$ cat src/rtl/visited_path_store.sv
// Multi-port visited/predecessor store with a traceback engine that streams the
// shortest path (target first, source last) over a valid/ready interface.
module visited_path_store #(
  parameter int MAX_NODES   = 16,
  parameter int INDEX_WIDTH = 5,
  parameter int WRITE_PORTS = 2
) (
  input  logic                               clock,
  input  logic                               reset,
  input  logic [INDEX_WIDTH-1:0]             number_of_nodes,
  input  logic [WRITE_PORTS-1:0]             set_en,
  input  logic [INDEX_WIDTH*WRITE_PORTS-1:0] set_index,
  input  logic [INDEX_WIDTH*WRITE_PORTS-1:0] set_prev,
  output logic [WRITE_PORTS-1:0]             set_reject,
  output logic [INDEX_WIDTH-1:0]             unvisited_nodes,
  output logic                               all_visited,
  output logic [INDEX_WIDTH*MAX_NODES-1:0]   prev_vector_flattened,
  input  logic                               trace_start,
  input  logic [INDEX_WIDTH-1:0]             trace_target,
  output logic                               trace_busy,
  output logic                               path_valid,
  input  logic                               path_ready,
  output logic [INDEX_WIDTH-1:0]             path_node,
  output logic                               path_last,
  output logic                               trace_fail
);

  localparam logic [INDEX_WIDTH-1:0] UNVISITED = {INDEX_WIDTH{1'b1}};
  localparam logic [INDEX_WIDTH:0]   MAX_LIMIT = (INDEX_WIDTH+1)'(MAX_NODES);

  typedef enum logic [0:0] {ST_IDLE = 1'b0, ST_EMIT = 1'b1} state_t;

  // Predecessor lookup that treats indices beyond the table as unvisited.
  function automatic logic [INDEX_WIDTH-1:0] f_lookup(
    input logic [INDEX_WIDTH*MAX_NODES-1:0] flat,
    input logic [INDEX_WIDTH-1:0]           idx
  );
    logic [INDEX_WIDTH-1:0] v;
    v = UNVISITED;
    for (int j = 0; j < MAX_NODES; j++) begin
      v = (idx == j[INDEX_WIDTH-1:0]) ? flat[INDEX_WIDTH*j +: INDEX_WIDTH] : v;
    end
    return v;
  endfunction

  logic [INDEX_WIDTH*MAX_NODES-1:0] r_prev_flat;
  logic [INDEX_WIDTH-1:0]           r_num_nodes;
  logic [INDEX_WIDTH-1:0]           r_unvisited;
  logic [WRITE_PORTS-1:0]           r_set_reject;
  state_t                           r_state;
  logic [INDEX_WIDTH-1:0]           r_cur;
  logic [INDEX_WIDTH-1:0]           r_steps;
  logic                             r_fail;

  logic [WRITE_PORTS-1:0]           w_en;
  logic [INDEX_WIDTH-1:0]           w_idx [WRITE_PORTS];
  logic [INDEX_WIDTH-1:0]           w_val [WRITE_PORTS];
  logic [WRITE_PORTS-1:0]           w_acc;
  logic [WRITE_PORTS-1:0]           w_rej;
  logic [INDEX_WIDTH-1:0]           w_acc_cnt;
  logic [INDEX_WIDTH*MAX_NODES-1:0] w_prev_flat_nxt;
  logic [INDEX_WIDTH-1:0]           w_unvisited_nxt;

  state_t                           w_state_nxt;
  logic [INDEX_WIDTH-1:0]           w_cur_nxt;
  logic [INDEX_WIDTH-1:0]           w_steps_nxt;
  logic                             w_fail_nxt;
  logic [INDEX_WIDTH-1:0]           w_prev_cur;
  logic [INDEX_WIDTH-1:0]           w_prev_nxt;
  logic [INDEX_WIDTH-1:0]           w_tgt_prev;
  logic                             w_tgt_ok;
  logic                             w_last;
  logic                             w_chain_end;

  // Unpack per-port fields; x/z enables are treated as idle.
  always_comb begin
    w_en = '0;
    for (int p = 0; p < WRITE_PORTS; p++) begin
      w_en[p]  = (set_en[p] === 1'b1);
      w_idx[p] = set_index[INDEX_WIDTH*p +: INDEX_WIDTH];
      w_val[p] = set_prev[INDEX_WIDTH*p +: INDEX_WIDTH];
    end
  end

  // Write arbitration: lower-numbered port wins a same-index collision.
  always_comb begin : p_write
    logic l_dup;
    logic l_ok;
    w_acc           = '0;
    w_rej           = '0;
    w_acc_cnt       = '0;
    w_prev_flat_nxt = r_prev_flat;
    for (int p = 0; p < WRITE_PORTS; p++) begin
      l_dup = 1'b0;
      for (int q = 0; q < p; q++) begin
        l_dup = l_dup | (w_en[q] && (w_idx[q] == w_idx[p]));
      end
      l_ok = w_en[p] && !l_dup
             && ({1'b0, w_idx[p]} < {1'b0, r_num_nodes})
             && ({1'b0, w_idx[p]} < MAX_LIMIT)
             && (f_lookup(r_prev_flat, w_idx[p]) == UNVISITED);
      w_acc[p]  = l_ok;
      w_rej[p]  = w_en[p] && !l_ok;
      w_acc_cnt = w_acc_cnt + INDEX_WIDTH'(l_ok);
      for (int j = 0; j < MAX_NODES; j++) begin
        w_prev_flat_nxt[INDEX_WIDTH*j +: INDEX_WIDTH] =
          (l_ok && (w_idx[p] == j[INDEX_WIDTH-1:0])) ? w_val[p]
                                                      : w_prev_flat_nxt[INDEX_WIDTH*j +: INDEX_WIDTH];
      end
    end
    w_unvisited_nxt = (r_unvisited >= w_acc_cnt) ? (r_unvisited - w_acc_cnt) : '0;
  end

  // Visited store, node count and reject pulses.
  always_ff @(posedge clock) begin
    if (reset) begin
      r_num_nodes  <= number_of_nodes;
      r_unvisited  <= number_of_nodes;
      r_prev_flat  <= '1;
      r_set_reject <= '0;
    end else begin
      r_num_nodes  <= r_num_nodes;
      r_unvisited  <= w_unvisited_nxt;
      r_prev_flat  <= w_prev_flat_nxt;
      r_set_reject <= w_rej;
    end
  end

  // Traceback next-state: the chain is read from the live (pre-edge) store.
  always_comb begin
    w_state_nxt = r_state;
    w_cur_nxt   = r_cur;
    w_steps_nxt = r_steps;
    w_fail_nxt  = r_fail;
    w_prev_cur  = f_lookup(r_prev_flat, r_cur);
    w_prev_nxt  = f_lookup(r_prev_flat, w_prev_cur);
    w_tgt_prev  = f_lookup(r_prev_flat, trace_target);
    w_tgt_ok    = ({1'b0, trace_target} < {1'b0, r_num_nodes}) && (w_tgt_prev != UNVISITED);
    w_last      = (w_prev_cur == r_cur);
    w_chain_end = (w_prev_nxt == UNVISITED)
                  || (({1'b0, r_steps} + {{INDEX_WIDTH{1'b0}}, 1'b1}) == {1'b0, r_num_nodes});
    case (r_state)
      ST_IDLE: begin
        if (trace_start) begin
          w_fail_nxt = 1'b0;
          if (w_tgt_ok) begin
            w_cur_nxt   = trace_target;
            w_steps_nxt = '0;
            w_state_nxt = ST_EMIT;
          end else begin
            w_fail_nxt = 1'b1;
          end
        end else begin
          w_state_nxt = ST_IDLE;
        end
      end
      ST_EMIT: begin
        if (path_ready) begin
          if (w_last) begin
            w_state_nxt = ST_IDLE;
          end else if (w_chain_end) begin
            w_fail_nxt  = 1'b1;
            w_state_nxt = ST_IDLE;
          end else begin
            w_cur_nxt   = w_prev_cur;
            w_steps_nxt = r_steps + {{(INDEX_WIDTH-1){1'b0}}, 1'b1};
          end
        end else begin
          w_state_nxt = ST_EMIT;
        end
      end
      default: begin
        w_state_nxt = ST_IDLE;
      end
    endcase
  end

  // Traceback state register.
  always_ff @(posedge clock) begin
    if (reset) begin
      r_state <= ST_IDLE;
      r_cur   <= '0;
      r_steps <= '0;
      r_fail  <= 1'b0;
    end else begin
      r_state <= w_state_nxt;
      r_cur   <= w_cur_nxt;
      r_steps <= w_steps_nxt;
      r_fail  <= w_fail_nxt;
    end
  end

  assign set_reject            = r_set_reject;
  assign unvisited_nodes       = r_unvisited;
  assign all_visited           = (r_unvisited == '0);
  assign prev_vector_flattened = r_prev_flat;
  assign trace_busy            = (r_state == ST_EMIT);
  assign path_valid            = (r_state == ST_EMIT);
  assign path_node             = r_cur;
  assign path_last             = (r_state == ST_EMIT) && w_last;
  assign trace_fail            = r_fail;

endmodule

$ cat config.mk
export PLATFORM = sky130hd
export DESIGN_NAME = visited_path_store
export DESIGN_NICKNAME = d
export VERILOG_FILES = /design/src/rtl/visited_path_store.sv
export SDC_FILE = /design/constraint.sdc
export NUM_CORES = 1
export LEC_CHECK = 0
export ABC_AREA = 1
export CORE_AREA = 3 3 136 138
export CTS_CLUSTER_SIZE = 12
export DETAILED_ROUTE_END_ITERATION = 16
export DIE_AREA = 0 0 139 141
export PLACE_DENSITY = 0.76
export SLEW_MARGIN = 20
export SYNTH_ARGS = -nofsm -noshare
export SYNTH_HDL_FRONTEND = slang
export SYNTH_SLANG_ARGS = --single-unit
$ cat constraint.sdc
create_clock -name clock -period 4.35 [get_ports clock]
set_input_delay 0.6525 -clock clock [delete_from_list [all_inputs] [get_ports clock]]
set_output_delay 0.6525 -clock clock [all_outputs]
set_load 0.01 [all_outputs]
# [Word-level counts from Yosys, hierarchy flattened]
# Cells that the tools add are included.
[totals] ff_bits=104 inputBits=36 output_inout_bits=97 elab_cells=334
[classes] addsub=4 magnitude_cmp=6 n_eq_ne=90 mux=138 bitwise_logic=1 n_reduce_logical=72
[op_table] operator="5-bit two-way mux" count=124
[op_table] operator="5-bit by 4-bit equality test with 1-bit output, second input constant" count=40
[op_table] operator="5-bit by 3-bit equality test with 1-bit output, second input constant" count=20
[op_table] operator="5-bit by 2-bit equality test with 1-bit output, second input constant" count=10
[op_table] operator="1-bit logical AND" count=44
[op_table] operator="2-bit nonzero test" count=16
[op_table] operator="5-bit zero test" count=6
[op_table] operator="5-bit by 1-bit equality test with 1-bit output, second input constant" count=5
[op_table] operator="5-bit one-hot mux with 2 select lines" count=2
[op_table] operator="5-bit equality test, second input constant" count=3
[op_table] operator="5-bit less-than comparator" count=3
[op_table] operator="5-bit equality test" count=2
[op_table] operator="5-bit less-than comparator, second input constant" count=2
[op_table] operator="1-bit two-way mux" count=10
[op_table] operator="2-bit != test, second input constant" count=5
[op_table] operator="5-bit by 1-bit adder with 6-bit output, second input constant" count=1
[op_table] operator="6-bit by 5-bit equality test with 1-bit output" count=1
[op_table] operator="5-bit by 1-bit adder with 5-bit output, second input constant" count=1
[op_table] operator="5-bit by 2-bit greater-or-equal comparator with 1-bit output" count=1
[op_table] operator="5-bit != test, second input constant" count=1
[op_table] operator="5-bit AND reduction" count=1
[op_table] operator="5-bit by 2-bit subtractor with 5-bit output" count=1
[op_table] operator="1-bit one-hot mux with 2 select lines" count=2
[op_table] operator="4-bit AND reduction" count=1
[op_table] operator="6 further kinds" count=9

# [Depth between registers and ports, before layout]
[depth] word_depth=40 mapped_depth=34 depth_no_buf=32

# [Worst setup path after synthesis]
# OpenSTA, ideal clock, no wires.
[synth_timing] path_type="input -> register" from="in set_index[9]" to="reg r_unvisited[0], in the netlist unvisited_nodes[0]" arrival_ps=4067 t_required_ps=4210 setup_slack_ps=143 path_stages=24 path_buffers=2 path_cell_list="buf_2 > nor3_1 > inv_1 > nor2_1 > inv_1 > o21ai_0 > o22ai_1 > o21ai_0 > a21oi_1 > o2111ai_1 > o21ai_0 > o2111ai_1 > o21ai_0 > nand3_1 > o221ai_1 > nand2_1 > buf_2 > inv_1 > ha_1 > inv_1 > ha_1 > a211o_1 > o41ai_1 > o21ai_0"
[synth_via] elab_chain_cells=23 word_cells_on_any_way=47 cone_classes="add/sub: 2; order compare: 3; eq/ne: 17; mux: 18; reduce/logical: 7"
[synth_rtl] element="start, declared" line_no="12" source="input logic [INDEX_WIDTH*WRITE_PORTS-1:0] set_index,"
[synth_rtl] element="5-bit zero test" line_no="41" source="v = (idx == j[INDEX_WIDTH-1:0]) ? flat[INDEX_WIDTH*j +: INDEX_WIDTH] : v;"
[synth_rtl] element="5-bit two-way mux (16 in series)" line_no="41"
[synth_rtl] element="5-bit equality test" line_no="101" source="&& (f_lookup(r_prev_flat, w_idx[p]) == UNVISITED);"
[synth_rtl] element="1-bit logical AND *" line_no="101"
[synth_rtl] element="1-bit by 1-bit adder with 2-bit output *" line_no="104" source="w_acc_cnt = w_acc_cnt + INDEX_WIDTH'(l_ok);"
[synth_rtl] element="5-bit by 2-bit subtractor with 5-bit output or 5-bit by 2-bit greater-or-equal comparator with 1-bit output (tied branches)" line_no="111" source="w_unvisited_nxt = (r_unvisited >= w_acc_cnt) ? (r_unvisited - w_acc_cnt) : '0;"
[synth_rtl] element="5-bit two-way mux *" line_no="111"
[synth_rtl] element="5-bit two-way mux *" line_no="116" source="if (reset) begin"
[synth_rtl] element="end signal, assigned" line_no="118" source="r_unvisited <= number_of_nodes;"
[synth_rtl] element="end signal, assigned" line_no="123" source="r_unvisited <= w_unvisited_nxt;"
[synth_rtl] element="end, declared" line_no="48" source="logic [INDEX_WIDTH-1:0] r_unvisited;"
# Every way passes the cells marked *; elsewhere a longest branch is shown, timed or not.
# A chain may end at the register's enable or synchronous reset.

# [Final worst setup path]
[layout_timing] from="reg r_cur[0], in the netlist path_node[0]" to="reg r_cur[2], in the netlist path_node[2]"
[layout_via] elab_chain_cells=38 word_cells_on_any_way=74 cone_classes="eq/ne: 34; mux: 36; reduce/logical: 4"
[layout_rtl] element="start, declared" line_no="51" source="logic [INDEX_WIDTH-1:0] r_cur;"
[layout_rtl] element="start signal, assigned" line_no="187" source="r_cur <= w_cur_nxt;"
[layout_rtl] element="5-bit zero test" line_no="41"
[layout_rtl] element="5-bit two-way mux (16 in series)" line_no="41"
[layout_rtl] element="5-bit zero test" line_no="41"
[layout_rtl] element="5-bit two-way mux (16 in series)" line_no="41"
[layout_rtl] element="5-bit equality test" line_no="140" source="w_chain_end = (w_prev_nxt == UNVISITED)"
[layout_rtl] element="1-bit logical OR" line_no="141" source="|| (({1'b0, r_steps} + {{INDEX_WIDTH{1'b0}}, 1'b1}) == {1'b0, r_num_nodes});"
[layout_rtl] element="2-bit != test (no line)"
[layout_rtl] element="5-bit AND reduction (no line)"
# Several ways; a longest one is shown, not always the timed one. The select of a mux whose other input is x is not followed.

==> results.cfg <==
[run_status]
status = finished with violations
violations = setup timing

[yosys]
synth_ff_type = dfxtp_1
seq_area_frac_synth = 0.248
syn_area_per_cell_um2 = 6.03
syn_nets = 1478
async_flop_share = 0
synth_edf_count = 5
ys_seq_elements = 104
syn_inst = 1425
ys.warnings.count = 0
syn_area_um2 = 8590
synth_cell_types = 49

[finish]
fin_nets = 1820
layout-drive-gt1-share = 0.224
area_delta_synth_final_pct = 48.3
final.fill_count = 1437

[power]
p_per_area_nw_per_um2 = 193
leakage_nw = 5.76
peakVddDrop_mv = 0.241
power.total_mw = 2.46

[critical_path]
cpMaxStageDelayCell = dfxtp_4
crit_arrival_ns = 4.67
required_ns = 4.61
criticalPathCategory = reg -> reg
critPathCaptureType = register
cp_slowest_stage_delay_ns = 0.38
critPathMaxFanout = 9
start_kind = register

[detailed_routing]
firstDrtPassIters = 6
routed_wl_um = 46300
via_per_inst = 6.33
ant_nets = 0
drc = 0
vias = 12600
wire_per_inst_um = 23.2
drt_iter0_markers = 1755

[timing]
skew_ns = 0.0139
setup_viol = 10
fin_crit_sh = 1.01
worst_slack_ns = -0.0590
finalCriticalPeriod_ns = 4.41
finalHoldViolations = 0
setup_tns_ns = -0.397
max_freq_ghz = 0.227
slew_violations = 0
relSlewSlack = 0.325
tightest_slew_ns = 1.01

[floorplan]
rows = 48
die_w_um = 139
initial_core_util = 0.497
core_um2 = 17300
die_h_um = 141
die-area_um2 = 19600
io_pins = 133

[clocking]
clk_pin_slew_ns = 0.08
clk_latency_ns = 0.37
numCtsBuffers = 9
h-tree-depth = 3
cts.path.max_buffers = 2
clockRootBuffer = clkbuf_16
cts.sinks = 104
cts_tree = built

[grt]
antenna_found_initial = 2
grt_pass1_vias = 11000
grt_overflow_total = 0
grt_use_total = 0.429
grt_pass1_wl_um = 65000
grt_max_degree = 51

[placed_design]
dpl.hpwl_um = 34400
port_buffers = 132
place_congestion = 1.12

[run]
drv_cap = 0

[hold_path]
hp-class = reg -> reg
[kinds of logic after synthesis]
logic type / synth area share
adder cells (fa/ha/maj): 0.0256
flip-flops: 0.248
XOR/XNOR: 0.0112
buffers and inverters: 0.128
AND/OR/NAND/NOR: 0.327
AO/OA/AOI/OAI: 0.259
[synth_stat cells, types with 9 or more instances]
master | instances | area share
inv_1 | 239 | 0.10
nand3_1 | 80 | 0.047
o22ai_1 | 45 | 0.033
o211ai_1 | 58 | 0.051
o2111ai_1 | 19 | 0.019
clkbuf_1 | 18 | 0.0079
nand2_1 | 276 | 0.12
ha_1 | 16 | 0.023
o21ai_0 | 142 | 0.083
nor2_2 | 16 | 0.012
nor3_1 | 27 | 0.016
dfxtp_1 | 99 | 0.23
a21oi_1 | 53 | 0.031
inv_2 | 9 | 0.0039
nor2_1 | 182 | 0.080
nand4_1 | 42 | 0.031
[worst max-delay path, delay by kind of cell (launching register included)]
kind	cells	cell delay, ns
AND/OR/NAND/NOR	26	3.43
flip-flops	1	0.38
buffers and inverters	3	0.33
AO/OA/AOI/OAI	1	0.17
[per-stage QoR]
stage	hold slack, ns	area, um2	cells	util	setup slack (ns)
6_report	0.535	12700	1997	0.737	-0.0590
5_1_grt	0.560	12700	1995	0.736	-0.144
4_1_cts	0.475	12000	1966	0.693	-0.0289
3_5_place_dp	0.458	11500	1946	0.667	-0.761
3_3_place_gp	0.455	11500	1946	0.667	-0.646
2_1_floorplan	0.493	8590	1425	-	0.143
[sequential cells by signal, indices dropped and copies added, names as in the netlist]
signal                 cells
path_node                  5
path_valid                 1
prev_vector_flattened     80
r_num_nodes                5
r_steps                    5
set_reject                 2
trace_fail                 1
unvisited_nodes            5
[placed cells by master (no fill, tap or decap), drive strengths merged, types with 4 or more instances in the layout]
cell type,instances
a2111oi,8
a21oi,53
a221oi,8
buf,228
clkbuf,11
clkdlybuf4s50,121
clkinv,7
dfxtp,99
dlymetal6s2s,5
edfxtp,5
ha,16
inv,249
nand2,284
nand3,82
nand4,44
nor2,200
nor3,27
nor4,8
o2111ai,19
o211ai,58
o21ai,147
o221ai,7
o22ai,45
o311ai,4
xor2,8
[where the power goes]
group | internal (mW) | switching (mW) | total, mW | leakage (nW)
combinational | 0.221 | 0.351 | 0.572 | 4.76
clock | 0.460 | 0.413 | 0.874 | 0.141
sequential | 0.983 | 0.0306 | 1.01 | 0.857
total | 1.66 | 0.795 | 2.46 | 5.76
[timing repair]
action,4_1_cts,5_1_grt
gates resized for setup,36,158
cloned,0,3
buffers inserted,6,26
hold buffers,0,0
pin swaps,9,70
endpoints found under the setup margin,17,42
[area by class of cell]
type / instances / area [um2] / area share
diodes: 2 / 5.00 / 0.000393
clock buffers: 10 / 239 / 0.0188
clock inverters: 4 / 55.1 / 0.00432
inverters: 253 / 967 / 0.0759
multi-input cells: 1038 / 5930 / 0.466
flip-flops and latches: 104 / 2150 / 0.168
well taps: 225 / 282 / 0.0221
repair buffers: 360 / 3110 / 0.244
repair inverters: 1 / 6.26 / 0.000491
[path summary, 6_finish.rpt]
check	cells after the start	slack, ns	start	endpoint
hold reg to reg	2	0.53	r_steps[3]	r_steps[3]
setup / recovery	30	-0.06	path_node[0]	path_node[2]
setup reg to reg	30	-0.06	path_node[0]	path_node[2]
hold / removal	2	0.53	r_steps[3]	r_steps[3]
[routing by layer]
layer	track usage	vias up	share of wire
met1	0.536	5726	0.36
li1	-	5538	-
met4	0.249	4	0.082
met3	0.127	300	0.14
met2	0.661	1081	0.42
met5	0	-	0.00058
No activity file was read; power rests on OpenSTA's default activity.
